File: src/rtl/apb_slv_pkg.sv
// Shared types for the APB completer memory: FSM state encoding and wait-counter width.
package apb_slv_pkg;
  localparam int unsigned CNT_W = 4;

  typedef enum logic [1:0] {
    IDLE,
    WAIT,
    READY
  } state_t;
endpackage

File: src/rtl/apb_slv_ram.sv
// Single-port register-file storage: synchronous write, combinational read.
module apb_slv_ram #(
  parameter int unsigned DEPTH = 64,
  parameter int unsigned DW    = 8,
  parameter int unsigned RAW   = 6
) (
  input  logic           i_clk,
  input  logic           i_we,
  input  logic [RAW-1:0] i_addr,
  input  logic [DW-1:0]  i_wdata,
  output logic [DW-1:0]  o_rdata
);

  logic [DW-1:0] r_mem [DEPTH];

  always_ff @(posedge i_clk) begin
    if (i_we) begin
      r_mem[i_addr] <= i_wdata;
    end
  end

  assign o_rdata = r_mem[i_addr];

endmodule

File: src/rtl/apb_slave_mem.sv
// APB3 completer fronting a small memory, with programmable wait states and
// pslverr on out-of-range addresses. All bus outputs are registered.
import apb_slv_pkg::*;

module apb_slave_mem #(
  parameter int unsigned AW          = 8,
  parameter int unsigned DW          = 8,
  parameter int unsigned DEPTH       = 64,
  parameter int unsigned WAIT_CYCLES = 1
) (
  input  logic          pclk,
  input  logic          preset,
  input  logic          psel,
  input  logic          penable,
  input  logic          pwrite,
  input  logic [AW-1:0] paddr,
  input  logic [DW-1:0] pwdata,
  output logic [DW-1:0] prdata,
  output logic          pready,
  output logic          pslverr
);

  localparam int unsigned RAW = (DEPTH > 1) ? $clog2(DEPTH) : 1;
  localparam logic [CNT_W-1:0] CNT_INIT =
    (WAIT_CYCLES == 0) ? '0 : CNT_W'(WAIT_CYCLES - 1);

  state_t           r_state, w_state_nxt;
  logic [CNT_W-1:0] r_cnt, w_cnt_nxt;
  logic             r_write, r_err;
  logic [RAW-1:0]   r_addr;
  logic [DW-1:0]    r_wdata;
  logic [DW-1:0]    r_prdata, w_prdata_nxt;
  logic             r_pready, w_pready_nxt;
  logic             r_pslverr, w_pslverr_nxt;

  logic             w_setup, w_err_bus, w_complete;
  logic             w_cmp_write, w_cmp_err, w_ram_we;
  logic [RAW-1:0]   w_ram_addr;
  logic [DW-1:0]    w_ram_rdata;

  assign w_setup   = psel & ~penable;
  assign w_err_bus = (32'(paddr) >= DEPTH);

  // In IDLE the completion (WAIT_CYCLES=0) must use the live bus, since the
  // capture registers load on the same edge.
  assign w_ram_addr  = (r_state == IDLE) ? paddr[RAW-1:0] : r_addr;
  assign w_cmp_write = (r_state == IDLE) ? pwrite : r_write;
  assign w_cmp_err   = (r_state == IDLE) ? w_err_bus : r_err;
  assign w_ram_we    = (r_state == READY) & r_write & ~r_err & ~preset;

  apb_slv_ram #(
    .DEPTH (DEPTH),
    .DW    (DW),
    .RAW   (RAW)
  ) u_ram (
    .i_clk   (pclk),
    .i_we    (w_ram_we),
    .i_addr  (w_ram_addr),
    .i_wdata (r_wdata),
    .o_rdata (w_ram_rdata)
  );

  always_ff @(posedge pclk) begin
    if (preset) begin
      r_state   <= IDLE;
      r_cnt     <= '0;
      r_write   <= 1'b0;
      r_err     <= 1'b0;
      r_addr    <= '0;
      r_wdata   <= '0;
      r_prdata  <= '0;
      r_pready  <= 1'b0;
      r_pslverr <= 1'b0;
    end else begin
      r_state   <= w_state_nxt;
      r_cnt     <= w_cnt_nxt;
      r_prdata  <= w_prdata_nxt;
      r_pready  <= w_pready_nxt;
      r_pslverr <= w_pslverr_nxt;
      if ((r_state == IDLE) && w_setup) begin
        r_write <= pwrite;
        r_err   <= w_err_bus;
        r_addr  <= paddr[RAW-1:0];
        r_wdata <= pwdata;
      end
    end
  end

  always_comb begin
    w_state_nxt = r_state;
    w_cnt_nxt   = r_cnt;
    w_complete  = 1'b0;
    case (r_state)
      IDLE: begin
        if (w_setup) begin
          if (WAIT_CYCLES == 0) begin
            w_state_nxt = READY;
            w_complete  = 1'b1;
          end else begin
            w_state_nxt = WAIT;
            w_cnt_nxt   = CNT_INIT;
          end
        end
      end
      WAIT: begin
        if (!psel) begin
          w_state_nxt = IDLE;
        end else if (r_cnt == '0) begin
          w_state_nxt = READY;
          w_complete  = 1'b1;
        end else begin
          w_cnt_nxt = r_cnt - 1'b1;
        end
      end
      READY:   w_state_nxt = IDLE;
      default: w_state_nxt = IDLE;
    endcase
  end

  always_comb begin
    w_pready_nxt  = 1'b0;
    w_pslverr_nxt = 1'b0;
    w_prdata_nxt  = '0;
    if (w_complete) begin
      w_pready_nxt  = 1'b1;
      w_pslverr_nxt = w_cmp_err;
      if (!w_cmp_err && !w_cmp_write) begin
        w_prdata_nxt = w_ram_rdata;
      end
    end
  end

  assign prdata  = r_prdata;
  assign pready  = r_pready;
  assign pslverr = r_pslverr;

endmodule

File: config.mk
export PLATFORM = sky130hd
export DESIGN_NAME = apb_slave_mem
export DESIGN_NICKNAME = d
export VERILOG_FILES = /design/src/rtl/apb_slv_pkg.sv /design/src/rtl/apb_slv_ram.sv /design/src/rtl/apb_slave_mem.sv
export SDC_FILE = /design/constraint.sdc
export NUM_CORES = 1
export LEC_CHECK = 0
export BUFFER_PORTS_ARGS = -buffer_cell sky130_fd_sc_hd__clkbuf_2
export CAP_MARGIN = 20
export CORE_MARGIN = 10
export CORE_UTILIZATION = 50
export CTS_BUF_LIST = sky130_fd_sc_hd__clkbuf_4
export CTS_CLUSTER_SIZE = 24
export DETAILED_ROUTE_END_ITERATION = 8
export PLACE_DENSITY_LB_ADDON = 0.3
export SYNTH_ARGS = -nofsm -noshare
export SYNTH_HDL_FRONTEND = slang
export SYNTH_HIERARCHICAL = 1
export SYNTH_SLANG_ARGS = --single-unit
File: constraint.sdc
create_clock -name pclk -period 8.54 [get_ports pclk]
set_input_delay 1.281 -clock pclk [delete_from_list [all_inputs] [get_ports pclk]]
set_output_delay 1.281 -clock pclk [all_outputs]
set_load 0.05 [all_outputs]
==> reports/qor.yml <==
pwr-share-clk: 0.401
wl_per_cell_um: 26.6
cts_setup_buffers: 0
numClockSinks: 544
syn_inst: 1300
powerDensity_nw_per_um2: 230
first_pass_iters: 6
finClkSkew_ps: 69.6
relSlewSlack: 0.272
cellInternalPower_w: 0.00425
vias: 13075
pwr-share-comb: 0.072
required_ps: 8970
dp_hpwl_um: 32800
total_power_w: 0.00553
cpMostUsedCell: "nor2_1"
grt_start_max_net_pins: 99
met3_wirelength_um: 6540
overflow: 0
clkTransAtPathRegs_ps: 70
status: "complete, no violations"
port_buffers: 30
p_leak_nw: 7.59
tightestPinTransition_ps: 1090
drv_slew: 0
postLayoutSetupSlackWorst_ps: 3520
yosysTopAreaCell: "edfxtp_1"
gp_congestion: 0.922
holdBufCountCts: 0
crit_type: "flop to flop"
tritoncts: "yes"
syn_avg_cell_area_um2: 16.6
ys_ff_latch: 544
initial_core_util: 0.503
fp.dieH_um: 228
yosysUniqueCellTypes: 64
synth_edf_count: 512
tns_ps: 0
wl_met2_um: 25500
vdd_drop_max_uv: 93.4
synth_area_leaders: "edfxtp_1 71%, mux4_2 4.3%, dfxtp_1 3.0%"
cap_violations: 0
synth_top_area_frac: 0.713
core_area_um2: 42900
yosysSeqAreaShare: 0.743
async_flop_share: 0
period_minus_slack_ps: 5020
cts-buffers-inserted: 139
synthesis.area_um2: 21600
routed.top_layer: "met4"
wl_um: 55500
ys.warnings.count: 6
regToRegStartpoint: "r_state[0]"
layout.nets: 1427
cts-htree-levels: 4
crit_path_max_incr_delay_ps: 820
cp.arrival_ps: 5450
setup_viol: 0
wl_met1_um: 21200
clock_latency_ps: 850
antenna_found_initial: 1
mostFrequentLayoutCell: "edfxtp_1"
synthesis.nets: 1322
rows: 76
via_per_inst: 6.26
grt_pass1_vias: 12792
fmax_mhz: 199
route.detailed.drc: 0
rsz0062_at_grt: "no"
track_usage: 0.216
path_cells: "nor2_1 -> mux2_4 -> buf_4 -> and2_1 -> nand3_1 -> nor2_1"
hold_viol_final: 0
finalCritPeriodShare: 0.588
grt_first_pass_wirelength_um: 81900
max-clock-path-buffers: 3
drive_above_1_share: 0.230
cp_slowest_cell: "nor2_1"
layout_common_cells: "512 x edfxtp_1, 203 x clkbuf_4, 85 x nor2_1"
critPathCaptureType: "flop"
fp.dieArea_um2: 51800
startpoint_type: "flop"
cp-startpoint: "r_state[0]"
dp_slack_ps: 3470
cts.repair.resized: 0
swShare: 0.231
crit_fanout: 53
seqPwrFrac: 0.527
drtIter0Drc: 1553
hp-start: "r_addr[5]"
root_buffer: "clkbuf_4"
ant_nets: 0
synth_flop_cell: "edfxtp_1"
io_pins: 31
power_switching_w: 0.00128
area_growth_pct: 11.3
fp.dieW_um: 228
hold_class: "flop to flop"
-- registers in the layout, summed over array words and instances, names as in the netlist --
| register | cells |
|---|---|
| u_ram/r_mem | 512 |
| r_state | 2 |
| r_addr | 6 |
| pready | 1 |
| r_write | 1 |
| pslverr | 1 |
| r_cnt | 4 |
| r_wdata | 8 |
| prdata | 8 |
| r_err | 1 |
-- synthesized netlist by cell type, drive strengths merged, types with 9 or more instances --
library cell and count:
nand3b 13, nand2 75, and2 11, mux2 18, buf 50, o22a 11
clkbuf 39, mux2i 63, a22o 10, edfxtp 512, o22ai 22, mux4 41
a22oi 40, o221ai 9, a21oi 46, o21ai 14, nor2 86, a31oi 15
a221o 11, dfxtp 32, a221oi 21, nor2b 11, nor4b 9, nand3 10
nand2b 24, and3 9
-- layout make-up --
type                       count  area [um2]
sequential                   544       16000
tap                          585         732
fill                        3320       18900
inverter                       7        26.3
timing repair buffer          53         323
multi-input combinational    660        5110
clock inverter                36         258
clock buffer                 203        1520
antenna                        1        2.50
-- power by group through the flow --
| stage | registers, W | clock network (W) | logic (W) |
|---|---|---|---|
| floorplan | 0.00299 | 0 | 0.000245 |
| global placement | 0.00297 | 0 | 0.000386 |
| detailed placement | 0.00297 | 0 | 0.000390 |
| CTS | 0.00292 | 0.00226 | 0.000391 |
| global route | 0.00291 | 0.00243 | 0.000417 |
| finish | 0.00292 | 0.00222 | 0.000398 |
-- cells by family after synthesis --
group / share of synthesized area
flops: 0.743
mux: 0.0815
fa+ha+maj: 0.000580
compound gates: 0.0836
buf+inv: 0.0216
simple gates: 0.0701
-- per-stage QoR --
step | cell area [um2] | utilization | hold slack (ps) | instances
after floorplan | 21600 | - | 434 | 1300
after global placement | 22200 | 0.518 | 439 | 1849
after detailed placement | 22200 | 0.518 | 448 | 1849
after CTS | 24000 | 0.560 | 455 | 2088
after global routing | 24000 | 0.560 | 493 | 2089
final | 24000 | 0.560 | 452 | 2089
-- worst paths after layout --
kind / depth (start not counted) / to / slack [ps]
max: 6 / u_ram/r_mem[55][4] / 3520
min: 2 / r_addr[5] / 450
max reg2reg: 6 / u_ram/r_mem[55][4] / 3520
min reg2reg: 2 / r_addr[5] / 450
-- per-layer routing --
layer | GRT usage | vias up
li1 | - | 5504
met1 | 0.285 | 6547
met2 | 0.326 | 884
met3 | 0.0626 | 140
met4 | 0.101 | 0
met5 | 0 | -
-- worst max-delay path: cells and delay by family, from the launching register on --
family	cells	cell delay (ps)
and+or+nand+nor	4	2870
buffers and inverters	1	650
DFF	1	420
muxes	1	600
Power figures use the tool's default switching activity.
